$ cat config.mk
export PLATFORM = sky130hd
export DESIGN_NAME = irrigation_actuator_drv
export DESIGN_NICKNAME = d
export VERILOG_FILES = /design/src/rtl/irrigation_actuator_drv.sv
export SDC_FILE = /design/constraint.sdc
export NUM_CORES = 1
export LEC_CHECK = 0
export CORE_MARGIN = 3
export CORE_UTILIZATION = 33
export DETAILED_ROUTE_END_ITERATION = 6
export PLACE_DENSITY = 0.49
export SLEW_MARGIN = 0
export SYNTH_ARGS = -nofsm -noshare
export SYNTH_HDL_FRONTEND = slang
export SYNTH_SLANG_ARGS = --single-unit
$ cat constraint.sdc
create_clock -name clk -period 4.2 [get_ports clk]
set_input_delay 1.05 -clock clk [delete_from_list [all_inputs] [get_ports clk]]
set_output_delay 1.05 -clock clk [all_outputs]
set_load 0.02 [all_outputs]
$ cat src/rtl/irrigation_actuator_drv.sv
`default_nettype none
// ============================================================================
//  Module      : irrigation_actuator_drv
//  Description : Actuator side of the irrigation command interface. Drives
//                the sprinkler pump and drip valve from level requests,
//                enforcing pump/valve mutual exclusion, minimum on-time,
//                changeover dead-time and a no-flow watchdog fault.
//  Revision    : 1.0  initial release
// ============================================================================
module irrigation_actuator_drv #(
    parameter int MIN_ON  = 8,
    parameter int DEAD_T  = 4,
    parameter int FLOW_TO = 16
) (
    input  logic       clk,
    input  logic       reset,
    input  logic       Bs,
    input  logic       Vs,
    input  logic       FLOW,
    input  logic       CLR,
    output logic       PUMP_ON,
    output logic       VALVE_ON,
    output logic       ERRO,
    output logic [2:0] ST
);

    // Counter widths: wide enough to hold the parameter value itself
    localparam int c_ON_W   = $clog2(MIN_ON + 1);
    localparam int c_NF_W   = $clog2(FLOW_TO + 1);
    localparam int c_DEAD_W = $clog2(DEAD_T + 1);

    localparam logic [c_ON_W-1:0]   c_ON_MAX    = c_ON_W'(MIN_ON);
    localparam logic [c_ON_W-1:0]   c_ON_LAST   = c_ON_W'(MIN_ON - 1);
    localparam logic [c_ON_W-1:0]   c_ON_INC    = c_ON_W'(1);
    localparam logic [c_NF_W-1:0]   c_NF_LAST   = c_NF_W'(FLOW_TO - 1);
    localparam logic [c_NF_W-1:0]   c_NF_INC    = c_NF_W'(1);
    localparam logic [c_DEAD_W-1:0] c_DEAD_LAST = c_DEAD_W'(DEAD_T - 1);
    localparam logic [c_DEAD_W-1:0] c_DEAD_INC  = c_DEAD_W'(1);

    // State encoding doubles as the ST output code
    localparam logic [2:0] c_ST_IDLE  = 3'd0;
    localparam logic [2:0] c_ST_PUMP  = 3'd1;
    localparam logic [2:0] c_ST_VALVE = 3'd2;
    localparam logic [2:0] c_ST_DEAD  = 3'd3;
    localparam logic [2:0] c_ST_FAULT = 3'd4;

    logic                r_bs_meta, r_bs_s;
    logic                r_vs_meta, r_vs_s;
    logic                r_flow_meta, r_flow_s;
    logic [2:0]          r_state;
    logic [2:0]          w_next_state;
    logic [c_ON_W-1:0]   r_on_cnt;
    logic [c_NF_W-1:0]   r_nf_cnt;
    logic [c_DEAD_W-1:0] r_dead_cnt;
    logic                r_pump_on, r_valve_on, r_erro;
    logic                w_min_on_met;
    logic                w_flow_fault;

    assign w_min_on_met = (r_on_cnt >= c_ON_LAST);
    assign w_flow_fault = !r_flow_s && (r_nf_cnt == c_NF_LAST);

    // Two-flop synchronizers for the asynchronous level inputs
    always_ff @(posedge clk or posedge reset) begin
        if (reset) begin
            r_bs_meta   <= 1'b0;
            r_bs_s      <= 1'b0;
            r_vs_meta   <= 1'b0;
            r_vs_s      <= 1'b0;
            r_flow_meta <= 1'b0;
            r_flow_s    <= 1'b0;
        end else begin
            r_bs_meta   <= Bs;
            r_bs_s      <= r_bs_meta;
            r_vs_meta   <= Vs;
            r_vs_s      <= r_vs_meta;
            r_flow_meta <= FLOW;
            r_flow_s    <= r_flow_meta;
        end
    end

    // Next-state selection; the flow fault outranks a normal exit to DEAD
    always_comb begin
        w_next_state = r_state;
        case (r_state)
            c_ST_IDLE: begin
                if (r_bs_s)      w_next_state = c_ST_PUMP;
                else if (r_vs_s) w_next_state = c_ST_VALVE;
            end
            c_ST_PUMP: begin
                if (w_flow_fault)                  w_next_state = c_ST_FAULT;
                else if (!r_bs_s && w_min_on_met) w_next_state = c_ST_DEAD;
            end
            c_ST_VALVE: begin
                if (w_flow_fault)                             w_next_state = c_ST_FAULT;
                else if ((!r_vs_s || r_bs_s) && w_min_on_met) w_next_state = c_ST_DEAD;
            end
            c_ST_DEAD: begin
                if (r_dead_cnt == c_DEAD_LAST) w_next_state = c_ST_IDLE;
            end
            c_ST_FAULT: begin
                if (CLR) w_next_state = c_ST_DEAD;
            end
            default: w_next_state = c_ST_IDLE;
        endcase
    end

    // State register with outputs decoded from the next state so they align with ST
    always_ff @(posedge clk or posedge reset) begin
        if (reset) begin
            r_state    <= c_ST_IDLE;
            r_pump_on  <= 1'b0;
            r_valve_on <= 1'b0;
            r_erro     <= 1'b0;
        end else begin
            r_state    <= w_next_state;
            r_pump_on  <= (w_next_state == c_ST_PUMP);
            r_valve_on <= (w_next_state == c_ST_VALVE);
            r_erro     <= (w_next_state == c_ST_FAULT);
        end
    end

    // Per-state counters, all cleared on any state change
    always_ff @(posedge clk or posedge reset) begin
        if (reset) begin
            r_on_cnt   <= '0;
            r_nf_cnt   <= '0;
            r_dead_cnt <= '0;
        end else if (w_next_state != r_state) begin
            r_on_cnt   <= '0;
            r_nf_cnt   <= '0;
            r_dead_cnt <= '0;
        end else begin
            case (r_state)
                c_ST_PUMP, c_ST_VALVE: begin
                    if (r_on_cnt != c_ON_MAX) r_on_cnt <= r_on_cnt + c_ON_INC;
                    if (r_flow_s) r_nf_cnt <= '0;
                    else          r_nf_cnt <= r_nf_cnt + c_NF_INC;
                end
                c_ST_DEAD: begin
                    r_dead_cnt <= r_dead_cnt + c_DEAD_INC;
                end
                default: begin
                    r_on_cnt   <= r_on_cnt;
                    r_nf_cnt   <= r_nf_cnt;
                    r_dead_cnt <= r_dead_cnt;
                end
            endcase
        end
    end

    assign PUMP_ON  = r_pump_on;
    assign VALVE_ON = r_valve_on;
    assign ERRO     = r_erro;
    assign ST       = r_state;

endmodule
`default_nettype wire
==> key figures <==
STA
  – Worst Tran Pin Value: 0.9132 ns
  – RSZ-0062 raised after global routing: false
  – Pins Over Slew Limit: 0
  – FMAX: approximately 340 MHz
  – Final setup TNS: 0 ns
  – Final hold violations: 0
  – Slew HR: between 30 and 40%
  – Crit share post-route: between 70% and 80%
  – Clock Skew: 0.001002 ns
  – Fin crit period: just under 3 ns
  – Final Setup Violations: 0

Setup path
  – Worst-case reg-to-reg path depth: 5
  – Crit path arrival time: slightly above 3 ns
  – Reg-to-reg slack, setup: 1.78 ns
  – Setup crit end kind: flip-flop
  – Worst setup SP type: primary input
  – Worst setup path start: CLR
  – Crit path capture: r_on_cnt[3]
  – Worst-path fanout max: 12
  – Critical R2R Capture: r_on_cnt[3]
  – Critical path data required time: 4.31 ns
  – Critical path class: in -> reg
  – Worst R2R Start: ST[2]

Floorplan
  – Starting Density: about a third
  – Ports: 12
  – Core ar.: 0.003689 mm2
  – Die Y: between 60 and 70 um
  – Die area: approximately 0.0047 mm2
  – Rows: 22
  – Die W: 68.31 um

Placed design
  – GPL Wtd Cong: roughly 0.74
  – Port Buf Inserts: 11
  – DP Area: 0.001411 mm2
  – Detailed placement HPWL: roughly 1600 um

Clocking
  – Max Root-Sink Buffers: 2
  – CTS Sinks: 24
  – CTS tree: done
  – Resized cells post-CTS: 0
  – Clock Latency Late Sink: 0.26 ns
  – Clk root buf: clkbuf_8
  – Clock slew at reported path FFs: approximately 0.080 ns
  – TritonCTS Buffers: 3
  – Hold-fix buffers at CTS: 0
  – Htree depth: 1
  – Post-CTS setup repair buffer count: 0

Layout
  – Share of post-route cells with drive strength above 1: 14.84%
  – Area grow syn2layout: 13.38%
  – Diode count: 0
  – Nets: about 140
  – Final Cell Area: around 0.0015 mm2

Pwr
  – Sw frac: ~42%
  – Clock power frac: between 10% and 20%
  – Combinational share of power: approximately 47%
  – Internal: around 0.5 mW
  – Sequential Power Share: a little under two fifths
  – Leak: between 0.6 and 0.7 nW
  – Psw: 0.3687 mW
  – Pwr/cell area: ~600 mW/mm2
  – VDD IR max: 0.1794 mV

Route
  – Post-DRT Antenna Nets: 0
  – Via count: between 800 and 900
  – Initial DRC Count: 35
  – DR pass1 iterations: 4
  – DRC errors left: 0
  – Vias per cell: about 5.0
  – Detailed Route WL: 2335 um
  – WL per Instance: ~13 um

Yosys
  – Yosys cell types: 43
  – Sequential share of the synthesized area: between 40% and 50%
  – Syn nets: around 130
  – Synth warn: 0
  – Seq cells post-synth: 24
  – Synth Cell Area: approximately 0.0013 mm2
  – Top cell type's share of synthesized area: 46.88%
  – Leading area contributor after synthesis: dfrtp_1
  – Cells after synthesis: 120
  – Syn Area/Cell: 10.68 um2
  – Leading post-synthesis cells by cell area: dfrtp_1, ha_1, nor2_2, a21oi_1, mux2i_1

Global route
  – Grt ovf: 0
  – Initial antenna violation count: 0
  – GRT Total Usage: between 10% and 20%
  – Via count of the first global-routing pass: about 870
  – First-pass GRT wire length: about 4000 um
  – Pin count of the biggest net entering global routing: 25

Min path
  – Min-Delay Path Class: reg -> reg

Job
  – Max-cap viol count: 0

Outcome
  – Status: completed
==> state kept, by name, indices dropped and copies added, names as in the netlist <==
| register | flops |
|---|---|
| r_nf_cnt | 5 |
| r_on_cnt | 4 |
| ST | 3 |
| r_dead_cnt | 3 |
| ERRO | 1 |
| PUMP_ON | 1 |
| VALVE_ON | 1 |
| r_bs_meta | 1 |
| r_bs_s | 1 |
| r_flow_meta | 1 |
| r_flow_s | 1 |
| r_vs_meta | 1 |
| r_vs_s | 1 |
==> cells in the final DEF, fill, tap and decap left out, types with 4 or more instances in the layout <==
| cell type | count |
|---|---|
| inv_1 | 7 |
| dfrtp_1 | 24 |
| clkdlybuf4s50_1 | 11 |
| o21ai_0 | 4 |
| a21oi_1 | 9 |
| ha_1 | 6 |
| nor2_2 | 9 |
| nand2_1 | 4 |
| nor2_1 | 5 |
==> cells by family (layout without fill, tap and decap cells) <==
logic type      Yosys count  count (layout)  synth area share (%)
buf+inv                  13              21                 5.176
fa+ha+maj                 6               6                 5.859
compound gates           27              27                 15.72
mux                       3               3                 2.344
simple gates             43              43                 21.29
flops                    24              24                 46.88
xor+xnor                  4               4                 2.735
==> final cells by class <==
type                    instances  area [um2]
repair buffers                 11       110.1
fillers                       397        2236
flip-flops and latches         24       600.6
inverters                       7       26.28
clock buffers                   3       41.29
well taps                      48       60.06
multi-input cells              83       614.3
==> Yosys cell counts, drive strengths merged <==
cell and n:
a21boi 1, a21oi 9, a311oi 1, a31o 1, a31oi 2, a32o 2, and2 1, and2b 2
and3 1, buf 4, clkbuf 2, dfrtp 24, ha 6, inv 7, mux2i 3, nand2 4
nand2b 2, nand3 1, nand3b 2, nand4 1, nor2 15, nor2b 3, nor3 3, nor3b 1
nor4 1, nor4b 1, o211ai 1, o21a 1, o21ai 4, o221ai 2, o2bb2ai 1, o32a 1
o32ai 1, or2b 1, or3b 1, or4 1, or4b 1, or4bb 1, xnor2 1, xor2 3
==> power by group through the flow <==
| stage | Clock [mW] | Combinational, mW | Sequential, mW |
|---|---|---|---|
| after floorplan | 0 | 0.344 | 0.325 |
| after global placement | 0 | 0.406 | 0.333 |
| after detailed placement | 0 | 0.414 | 0.333 |
| after CTS | 0.138 | 0.417 | 0.329 |
| after global routing | 0.150 | 0.452 | 0.338 |
| final | 0.129 | 0.409 | 0.330 |
==> through the flow <==
stage	instances	hold slack (ns)	power [mW]	setup slack (ns)	util (%)
after floorplan	120	0.3312	0.6689	1.967	-
after global placement	173	0.3334	0.7395	1.005	38.26
after detailed placement	173	0.3379	0.7468	0.9575	38.26
after CTS	176	0.3567	0.8831	1.224	39.38
after global routing	176	0.3690	0.9394	1.135	39.38
final	176	0.3560	0.8676	1.258	39.38
==> routing by layer <==
metal	track usage [%]	wire length, um	up-vias
met3	2.463	50	2
li1	-	-	440
met2	19.74	1146	6
met5	0	0	-
met1	14.11	1116	438
met4	4.467	21	0
==> critical path, stage by stage <==
cell and delay [ns]:
clkdlybuf4s50_1 0.49, or4bb_1 0.47, o211ai_2 0.12, a311oi_1 0.09
o221ai_2 0.73, nor2_1 0.10
==> how the worst min path moves through the flow <==
stage,from,endpoint,slack [ns],cells past startpoint
floorplan,r_bs_meta,r_bs_s,0.33,0
global placement,r_bs_meta,r_bs_s,0.33,0
detailed placement,r_vs_meta,r_vs_s,0.34,0
CTS,r_vs_meta,r_vs_s,0.36,0
global route,r_vs_meta,r_vs_s,0.37,0
finish,r_vs_meta,r_vs_s,0.36,0
Note: power is estimated with default switching activity, not from simulation.
